**src/rtl/mbist_march_ctrl_pkg.sv**
```systemverilog
// Shared definitions for the March C- memory BIST controller: state
// encoding, per-state element attributes and small decode helpers.
package mbist_march_ctrl_pkg;

    localparam int ADDR_W_DFLT = 3;
    localparam int DATA_W_DFLT = 16;

    // IDLE, six March elements, DONE. Element index = state - 1.
    typedef enum logic [2:0] {
        ST_IDLE = 3'd0,
        ST_M0   = 3'd1,
        ST_M1   = 3'd2,
        ST_M2   = 3'd3,
        ST_M3   = 3'd4,
        ST_M4   = 3'd5,
        ST_M5   = 3'd6,
        ST_DONE = 3'd7
    } state_e;

    // Per-state attribute tables, bit i describes state encoding i.
    // IDLE (bit 0) and DONE (bit 7) carry no memory operation.
    localparam logic [7:0] ST_MARCH  = 8'b0111_1110; // M0..M5
    localparam logic [7:0] ST_DOWN   = 8'b0011_0000; // M3, M4 walk N-1..0
    localparam logic [7:0] ST_HAS_RD = 8'b0111_1100; // M1..M5 read first
    localparam logic [7:0] ST_HAS_WR = 8'b0011_1110; // M0..M4 write
    localparam logic [7:0] ST_RD_D1  = 8'b0010_1000; // M2, M4 expect D1
    localparam logic [7:0] ST_WR_D1  = 8'b0001_0100; // M1, M3 write D1

    // Memory depth for a given address width.
    function automatic int mem_depth(input int addr_w);
        return 32'd1 << addr_w;
    endfunction

    // March element index reported in the failure capture.
    function automatic logic [2:0] elem_of(input state_e s);
        logic [2:0] v;
        v = s;
        return v - 3'd1;
    endfunction

    // Element that follows the given one; M5 ends the test.
    function automatic state_e next_elem_state(input state_e s);
        state_e n;
        case (s)
            ST_M0:   n = ST_M1;
            ST_M1:   n = ST_M2;
            ST_M2:   n = ST_M3;
            ST_M3:   n = ST_M4;
            ST_M4:   n = ST_M5;
            ST_M5:   n = ST_DONE;
            default: n = ST_IDLE;
        endcase
        return n;
    endfunction

endpackage

```
**src/rtl/mbist_march_ctrl_addr_gen.sv**
```systemverilog
// Up/down address counter for the March sequencer. A load places the
// counter at the first address of the next element; o_last flags the
// final address of the current walk direction.
module mbist_addr_gen #(
    parameter int ADDR_W = 3
) (
    input  logic              i_clk,
    input  logic              i_rst,
    input  logic              i_load,
    input  logic              i_load_down,
    input  logic              i_step,
    input  logic              i_down,
    output logic [ADDR_W-1:0] o_addr,
    output logic              o_last
);

    localparam logic [ADDR_W-1:0] ADDR_MIN = {ADDR_W{1'b0}};
    localparam logic [ADDR_W-1:0] ADDR_MAX = {ADDR_W{1'b1}};
    localparam logic [ADDR_W-1:0] ADDR_ONE = ADDR_W'(1'b1);

    logic [ADDR_W-1:0] r_addr;

    // Address register: load wins over step so element changes cost no cycle.
    always_ff @(posedge i_clk) begin
        if (i_rst) begin
            r_addr <= ADDR_MIN;
        end else if (i_load) begin
            r_addr <= i_load_down ? ADDR_MAX : ADDR_MIN;
        end else if (i_step) begin
            r_addr <= i_down ? (r_addr - ADDR_ONE) : (r_addr + ADDR_ONE);
        end else begin
            r_addr <= r_addr;
        end
    end

    assign o_addr = r_addr;
    assign o_last = i_down ? (r_addr == ADDR_MIN) : (r_addr == ADDR_MAX);

endmodule

```
**src/rtl/mbist_march_ctrl.sv**
```systemverilog
// March C- memory BIST controller. Owns the data-memory port while a test
// runs, compares read data against the expected background and keeps the
// first failing address, element and data.
module mbist_march_ctrl
    import mbist_march_ctrl_pkg::*;
#(
    parameter int                ADDR_W       = ADDR_W_DFLT,
    parameter int                DATA_W       = DATA_W_DFLT,
    parameter logic [DATA_W-1:0] BG_PATTERN   = {DATA_W{1'b0}},
    parameter bit                STOP_ON_FAIL = 1'b1
) (
    input  logic              i_clk,
    input  logic              i_rst,
    input  logic              i_bist_start,
    input  logic [DATA_W-1:0] i_mem_rdata,
    output logic              o_mem_sel,
    output logic [ADDR_W-1:0] o_mem_addr,
    output logic [DATA_W-1:0] o_mem_wdata,
    output logic              o_mem_we,
    output logic              o_mem_re,
    output logic              o_bist_busy,
    output logic              o_bist_done,
    output logic              o_bist_fail,
    output logic [ADDR_W-1:0] o_fail_addr,
    output logic [2:0]        o_fail_elem,
    output logic [DATA_W-1:0] o_fail_data
);

    localparam logic [DATA_W-1:0] D0 = BG_PATTERN;
    localparam logic [DATA_W-1:0] D1 = ~BG_PATTERN;

    state_e            r_state;
    state_e            w_state_nxt;
    logic              r_phase;       // 0 = read op, 1 = write op of a two-op element
    logic              w_phase_nxt;
    logic              r_busy;
    logic              r_done;
    logic              r_fail;
    logic [ADDR_W-1:0] r_fail_addr;
    logic [2:0]        r_fail_elem;
    logic [DATA_W-1:0] r_fail_data;

    logic              w_march;
    logic              w_down;
    logic              w_has_rd;
    logic              w_has_wr;
    logic              w_rd;
    logic              w_wr;
    logic              w_op_end;
    logic [DATA_W-1:0] w_exp;
    logic [DATA_W-1:0] w_wdata;
    logic              w_mismatch;
    logic              w_start;
    logic              w_load;
    logic              w_load_down;
    logic              w_step;
    logic [ADDR_W-1:0] w_addr;
    logic              w_last;

    // Operation decode for the current state and phase.
    assign w_march    = ST_MARCH[r_state];
    assign w_down     = ST_DOWN[r_state];
    assign w_has_rd   = ST_HAS_RD[r_state];
    assign w_has_wr   = ST_HAS_WR[r_state];
    assign w_rd       = w_has_rd & ~r_phase;
    assign w_wr       = w_has_wr & (r_phase | ~w_has_rd);
    assign w_op_end   = w_march & (r_phase | ~(w_has_rd & w_has_wr));
    assign w_exp      = ST_RD_D1[r_state] ? D1 : D0;
    assign w_wdata    = w_wr ? (ST_WR_D1[r_state] ? D1 : D0) : {DATA_W{1'b0}};
    assign w_mismatch = w_rd & (i_mem_rdata != w_exp);
    assign w_start    = ((r_state == ST_IDLE) || (r_state == ST_DONE)) & i_bist_start;

    mbist_addr_gen #(
        .ADDR_W (ADDR_W)
    ) u_addr_gen (
        .i_clk       (i_clk),
        .i_rst       (i_rst),
        .i_load      (w_load),
        .i_load_down (w_load_down),
        .i_step      (w_step),
        .i_down      (w_down),
        .o_addr      (w_addr),
        .o_last      (w_last)
    );

    // State and phase registers.
    always_ff @(posedge i_clk) begin
        if (i_rst) begin
            r_state <= ST_IDLE;
            r_phase <= 1'b0;
            r_busy  <= 1'b0;
        end else begin
            r_state <= w_state_nxt;
            r_phase <= w_phase_nxt;
            r_busy  <= ST_MARCH[w_state_nxt];
        end
    end

    // Next-state, phase and address-counter control.
    always_comb begin
        w_state_nxt = r_state;
        w_phase_nxt = r_phase;
        w_load      = 1'b0;
        w_load_down = 1'b0;
        w_step      = 1'b0;
        case (r_state)
            ST_IDLE, ST_DONE: begin
                if (i_bist_start) begin
                    w_state_nxt = ST_M0;
                    w_phase_nxt = 1'b0;
                    w_load      = 1'b1;
                    w_load_down = 1'b0;
                end else begin
                    w_state_nxt = r_state;
                end
            end
            ST_M0, ST_M1, ST_M2, ST_M3, ST_M4, ST_M5: begin
                if (w_mismatch && STOP_ON_FAIL) begin
                    w_state_nxt = ST_DONE;
                    w_phase_nxt = 1'b0;
                end else if (w_op_end) begin
                    w_phase_nxt = 1'b0;
                    if (w_last) begin
                        // Jump straight to the next element's start address.
                        w_state_nxt = next_elem_state(r_state);
                        w_load      = 1'b1;
                        w_load_down = ST_DOWN[w_state_nxt];
                    end else begin
                        w_step = 1'b1;
                    end
                end else begin
                    w_phase_nxt = 1'b1;
                end
            end
            default: begin
                w_state_nxt = ST_IDLE;
                w_phase_nxt = 1'b0;
            end
        endcase
    end

    // Done flag and first-failure capture; a new start clears the result.
    always_ff @(posedge i_clk) begin
        if (i_rst || w_start) begin
            r_done      <= 1'b0;
            r_fail      <= 1'b0;
            r_fail_addr <= {ADDR_W{1'b0}};
            r_fail_elem <= 3'd0;
            r_fail_data <= {DATA_W{1'b0}};
        end else begin
            r_done <= (w_state_nxt == ST_DONE);
            if (w_mismatch && !r_fail) begin
                r_fail      <= 1'b1;
                r_fail_addr <= w_addr;
                r_fail_elem <= elem_of(r_state);
                r_fail_data <= i_mem_rdata;
            end else begin
                r_fail      <= r_fail;
                r_fail_addr <= r_fail_addr;
                r_fail_elem <= r_fail_elem;
                r_fail_data <= r_fail_data;
            end
        end
    end

    assign o_mem_sel   = r_busy;
    assign o_bist_busy = r_busy;
    assign o_mem_addr  = w_march ? w_addr : {ADDR_W{1'b0}};
    assign o_mem_wdata = w_wdata;
    assign o_mem_we    = w_wr;
    assign o_mem_re    = w_rd;
    assign o_bist_done = r_done;
    assign o_bist_fail = r_fail;
    assign o_fail_addr = r_fail_addr;
    assign o_fail_elem = r_fail_elem;
    assign o_fail_data = r_fail_data;

endmodule
```
**config.mk**
```make
export PLATFORM = sky130hd
export DESIGN_NAME = mbist_march_ctrl
export DESIGN_NICKNAME = d
export VERILOG_FILES = /design/src/rtl/mbist_march_ctrl_pkg.sv /design/src/rtl/mbist_march_ctrl_addr_gen.sv /design/src/rtl/mbist_march_ctrl.sv
export SDC_FILE = /design/constraint.sdc
export NUM_CORES = 1
export LEC_CHECK = 0
export ABC_AREA = 1
export ABC_CLOCK_PERIOD_IN_PS = 2250
export CAP_MARGIN = 5
export CELL_PAD_IN_SITES_DETAIL_PLACEMENT = 0
export CELL_PAD_IN_SITES_GLOBAL_PLACEMENT = 1
export CORE_AREA = 2 2 86 88
export DETAILED_ROUTE_END_ITERATION = 8
export DIE_AREA = 0 0 88 90
export PLACE_DENSITY = 0.83
export SKIP_CTS_REPAIR_TIMING = 1
export SLEW_MARGIN = 20
export SYNTH_ARGS = -nofsm -noshare
export SYNTH_HDL_FRONTEND = slang
export SYNTH_SLANG_ARGS = --single-unit
```
**constraint.sdc**
```tcl
create_clock -name i_clk -period 2.25 [get_ports i_clk]
set_clock_uncertainty 0.05 [all_clocks]
set_input_delay 0.5625 -clock i_clk [delete_from_list [all_inputs] [get_ports i_clk]]
set_output_delay 0.5625 -clock i_clk [all_outputs]
set_load 0.1 [all_outputs]
```
==> flow_metrics.tcl, run 1 <==
set metrics [dict create \
    postSynth.asyncResetShare 0 \
    overflow 0 \
    grt_max_degree 23 \
    final_cell_mix "60 x nor2_1, 57 x nand2_1, 38 x dfxtp_1, 34 x buf_4, 29 x inv_1" \
    antennaDiodeCount 0 \
    port_buffers 65 \
    placed_cells 449 \
    clock_latency_ps 290 \
    final_nets 381 \
    ys_seq_area_frac 0.373 \
    h-tree-depth 2 \
    vias 1944 \
    fin_crit_ps 2150 \
    max_clock_freq_ghz 0.465 \
    fp-row-count 31 \
    coreArea_sq_um 7020 \
    reg2reg_to "o_bist_busy" \
    post-route-period-util 0.955 \
    start_util 0.291 \
    die_w_um 88 \
    status "finished, final reports clean" \
    cp_data_arrival_time_ps 1540 \
    grt_pass1_vias 1884 \
    setup_viol 0 \
    critPathMaxFanout 16 \
    min_path_cells 2 \
    layout_commonest_cell "nor2_1" \
    wl_mm 4.96 \
    drtIter0Drc 46 \
    finalHoldViolCount 0 \
    antenna_found_initial 0 \
    required_ps 1640 \
    ff2ff_setup_slack_ps 310 \
    crit_path_cell_trace "or2_1 -> and3_4 -> buf_12" \
    avgSynthCellArea_sq_um 6.90 \
    cap_violations 0 \
    cts_buffer_depth 2 \
    die_y_um 90 \
    dp_hpwl_mm 3.90 \
    clk_transition_reported_paths_ps 70 \
    yosysWarnings 0 \
    syn_area_sq_um 2040 \
    cts_tree "yes" \
    netlist_instances 296 \
    seqCellArea_sq_um 761 \
    drtAntennaViolNets 0 \
    holdPathEnd "o_fail_elem[2]" \
    cpLargestDelayFamily "simple AND/OR/NAND/NOR gates" \
    cts_root_buf "clkbuf_8" \
    syn_to_final_growth_pct 48.2 \
    yosysUniqueCellTypes 28 \
    grt_use_total 0.132 \
    rsz0062_at_grt "no" \
    rr_startpoint "r_state[1]" \
    grt_pass1_wl_mm 8.48 \
    io-pin-count 66 \
    max_slew.worst_pin.slew_ps 474 \
    drc_errors 0 \
    worst_slack_ps 101 \
    drv_slew 0 \
    relSlewSlack 0.686 \
    first_pass_iters 4 \
    cp-start-kind "register" \
    dieArea_sq_um 7920 \
    critPathCaptureType "output pin" \
    r2r_cells 12 \
    synth_seq_cells 38 \
    clock-sinks 38 \
    syn-num-nets 320 \
    num-fill-cells 717 \
    stdcell_count 457 \
    avgRoutedWirePerCell_um 10.8 \
    hold_path.class "reg2reg" \
    drive_gt1_frac 0.243 \
    synth_edf_count 0 \
    min_from "o_fail_elem[2]" \
    worst-setup-path-type "reg2out" \
    multi_input_area_sq_um 982 \
    cts_buffers 5 \
    synth_flop_cell "dfxtp_1" \
    pre_cts_slack_ps -129 \
    cp_num_buf_inv 1 \
    max_stage_delay_ps 500 \
    critPathSlowestCell "and3_4" \
    place_congestion 0.855 \
    avgViaCountPerCell 4.25 \
]
-- layer usage --
| metal | GRT usage | part of all wire | vias up |
|---|---|---|---|
| met2 | 0.213 | 0.47 | 44 |
| met1 | 0.173 | 0.46 | 869 |
| met5 | 0 | 0 | - |
| li1 | - | - | 1026 |
| met3 | 0.0294 | 0.051 | 5 |
| met4 | 0.0397 | 0.012 | 0 |
-- worst max path at each step --
stage / cells past startpoint / start / slack, ps / to
2_1_floorplan: 3 / r_phase / 120 / o_mem_we
6_report: 3 / r_phase / 100 / o_mem_wdata[15]
5_1_grt: 3 / r_phase / 10 / o_mem_wdata[5]
3_5_place_dp: 12 / i_mem_rdata[15] / -130 / w_exp[0]
4_1_cts: 3 / r_phase / -150 / o_mem_wdata[15]
3_3_place_gp: 12 / i_mem_rdata[15] / -90 / w_exp[0]
-- cells in the mapped netlist, types with 5 or more instances --
| master | n | area [sq um] |
|---|---|---|
| dfxtp_1 | 38 | 761 |
| o21ai_1 | 13 | 65.1 |
| buf_4 | 16 | 120 |
| inv_1 | 29 | 109 |
| inv_2 | 5 | 18.8 |
| nor2_1 | 62 | 233 |
| nand2_2 | 5 | 31.3 |
| nand2_1 | 57 | 214 |
| a21oi_1 | 9 | 45.0 |
| nand3_1 | 19 | 95.1 |
| o21ai_0 | 11 | 55.1 |
-- sequential cells by signal (all words and copies together), names as in the netlist, named ones only --
register	flops
o_fail_data	16
o_fail_addr	3
o_fail_elem	3
r_state	3
u_addr_gen.o_addr	3
o_bist_busy	1
o_bist_done	1
o_bist_fail	1
r_phase	1
u_addr_gen.i_down	1
w_exp	1
w_has_rd	1
w_has_wr	1
w_march	1
-- area by class of cell --
cell class | count | share of cell area
Tap cell | 99 | 0.0409
Sequential cell | 38 | 0.251
Timing Repair Buffer | 76 | 0.303
Clock buffer | 8 | 0.0364
Multi-Input combinational cell | 201 | 0.325
Inverter | 35 | 0.0442
-- per-stage QoR --
step | instance area [sq um] | hold slack (ps) | TNS [ps] | util
2_1_floorplan | 2050 | 413 | 0 | -
3_3_place_gp | 2910 | 419 | -1460 | 0.415
3_5_place_dp | 2910 | 421 | -1720 | 0.415
4_1_cts | 3020 | 432 | -2330 | 0.430
5_1_grt | 3030 | 466 | 0 | 0.431
6_report | 3030 | 431 | 0 | 0.431
-- cells by family (layout without fill, tap and decap cells) --
kind of cell / after synthesis / count (layout) / share of synthesized area
XOR/XNOR: 1 / 1 / 0.00429
AO/OA/AOI/OAI: 36 / 36 / 0.0974
buffers and inverters: 57 / 119 / 0.151
AND/OR/NAND/NOR: 159 / 159 / 0.340
flip-flops: 38 / 38 / 0.373
adder cells (fa/ha/maj): 5 / 5 / 0.0343
-- tightest hold or removal path, cell delays in order (launching register included) --
cell	delay [ps]
dfxtp_1	320
nand2_1	60
a21oi_1	50
Power of run 1 is not shown: default switching activity piles up to over one toggle a cycle in this logic, so the estimate is an artifact.
==> inputs of run 2 (changes only) <==
--- a/config.mk
+++ b/config.mk
@@ -14,6 +14,7 @@
 export DETAILED_ROUTE_END_ITERATION = 8
 export DIE_AREA = 0 0 88 90
 export PLACE_DENSITY = 0.83
+export REMOVE_ABC_BUFFERS = 1
 export SKIP_CTS_REPAIR_TIMING = 1
 export SLEW_MARGIN = 20
 export SYNTH_ARGS = -nofsm -noshare
==> run 2 against run 1 <==
Compared with the run above: sequential share of layout area barely moved; critical path depth rose by 8; final cell count rose by 0.88%; register-to-register slack got worse by 110 ps; wire length rose by 2.5%; final area barely moved; non-clock buffer count rose by 4; global-route usage rose by 0.062 points; fmax rose by 4.9%; first-iteration DRC count rose by 63%.
==> flow_metrics.tcl, run 2 (same netlist as run 1, synthesis figures left out) <==
set metrics [dict create \
    coreArea_sq_um 7020 \
    fin_crit_ps 2050 \
    max_clock_freq_ghz 0.488 \
    post-route-period-util 0.910 \
    cts_tree "yes" \
    max_stage_delay_ps 440 \
    cap_violations 0 \
    drtAntennaViolNets 0 \
    cts_buffers 5 \
    critPathSlowestCell "clkdlybuf4s50_1" \
    io-pin-count 66 \
    clock-sinks 38 \
    drtIter0Drc 75 \
    cp-start-kind "input port" \
    clk_transition_reported_paths_ps 70 \
    critPathCaptureType "register" \
    finalHoldViolCount 0 \
    h-tree-depth 2 \
    cpLargestDelayFamily "simple AND/OR/NAND/NOR gates" \
    layout_commonest_cell "nor2_1" \
    worst-setup-path-type "in2reg" \
    first_pass_iters 4 \
    grt_pass1_wl_mm 8.62 \
    syn_to_final_growth_pct 48.3 \
    drive_gt1_frac 0.240 \
    status "finished, final reports clean" \
    num-fill-cells 712 \
    avgRoutedWirePerCell_um 11.0 \
    grt_use_total 0.133 \
    relSlewSlack 0.720 \
    final_cell_mix "62 x nor2_1, 57 x nand2_1, 38 x dfxtp_1, 38 x buf_4, 29 x inv_1" \
    clock_latency_ps 290 \
    use_met1 0.172 \
    fin_util 0.431 \
    final_nets 385 \
    dp_hpwl_mm 3.97 \
    cp_num_buf_inv 2 \
    wl_mm 5.08 \
    top_usage_layer "met2" \
    cp_data_arrival_time_ps 2220 \
    vias 1978 \
    port_buffers 65 \
    fp-row-count 31 \
    avgViaCountPerCell 4.29 \
    crit_path_cell_trace "clkdlybuf4s50_1 -> or2_1 -> nor2_1 -> nand2_1 -> nand2_1 -> nand2_2 -> nand2_4 -> nor2_4 -> inv_2 -> nand2_1 -> a21oi_1" \
    place_congestion 0.844 \
    rsz0062_at_grt "no" \
    dieArea_sq_um 7920 \
    grt_util_met3 0.0395 \
    grt_max_degree 18 \
    required_ps 2430 \
    max_slew.worst_pin.slew_ps 418 \
    cts_buffer_depth 2 \
    drc_errors 0 \
    die_w_um 88 \
    cpMostUsedCell "nand2_1" \
    start_util 0.291 \
    overflow 0 \
    antenna_found_initial 0 \
    drv_slew 0 \
    die_y_um 90 \
    hold_path.class "reg2reg" \
    critPathMaxFanout 17 \
    setup_viol 0 \
    grt.met2_usage 0.216 \
    cts_root_buf "clkbuf_8" \
    grt_pass1_vias 1960 \
    largest_register_ffs 16 \
    antennaDiodeCount 0 \
]
-- run 2: path summary, 6_finish.rpt --
| check | from | endpoint | slack [ps] | cells after the start |
|---|---|---|---|---|
| max reg2reg | r_state[1] | w_exp[0] | 200 | 12 |
| min | o_fail_elem[2] | o_fail_elem[2] | 450 | 2 |
| max | i_mem_rdata[15] | o_fail_elem[2] | 200 | 11 |
| min reg2reg | o_fail_elem[2] | o_fail_elem[2] | 450 | 2 |
-- run 2: cell type report --
class,instances,area (sq um),share of cell area
Inverter,35,134,0.0442
Timing Repair Buffer,80,946,0.312
Sequential cell,38,761,0.251
Clock inverter,1,5.00,0.00165
Tap cell,99,124,0.0409
Clock buffer,7,86.3,0.0285
Multi-Input combinational cell,201,972,0.321
-- run 2: per-stage QoR --
stage / hold WS (ps) / worst slack (ps) / TNS, ps / cell area (sq um) / cells
6_report: 446 / 202 / 0 / 3030 / 461
2_1_floorplan: 413 / -9480 / -152030 / 1870 / 274
3_5_place_dp: 433 / -130 / -1760 / 2940 / 453
5_1_grt: 466 / 0.714 / 0 / 3030 / 461
4_1_cts: 454 / 162 / 0 / 3030 / 461
3_3_place_gp: 423 / -94.1 / -1120 / 2940 / 453
-- run 2: metal layers --
metal / share of wire / routed length (um)
met4: 0.0083 / 42
met1: 0.46 / 2330
met5: 0 / 0
met2: 0.46 / 2350
met3: 0.071 / 359
-- run 2: tightest hold or removal path, delay by kind of cell, from the launching register on --
| kind | cells | cell delay, ps |
|---|---|---|
| DFF | 1 | 330 |
| and+or+nand+nor | 1 | 60 |
| AOI/OAI and AO/OA | 1 | 60 |
Power of run 2 is left out for the same reason.
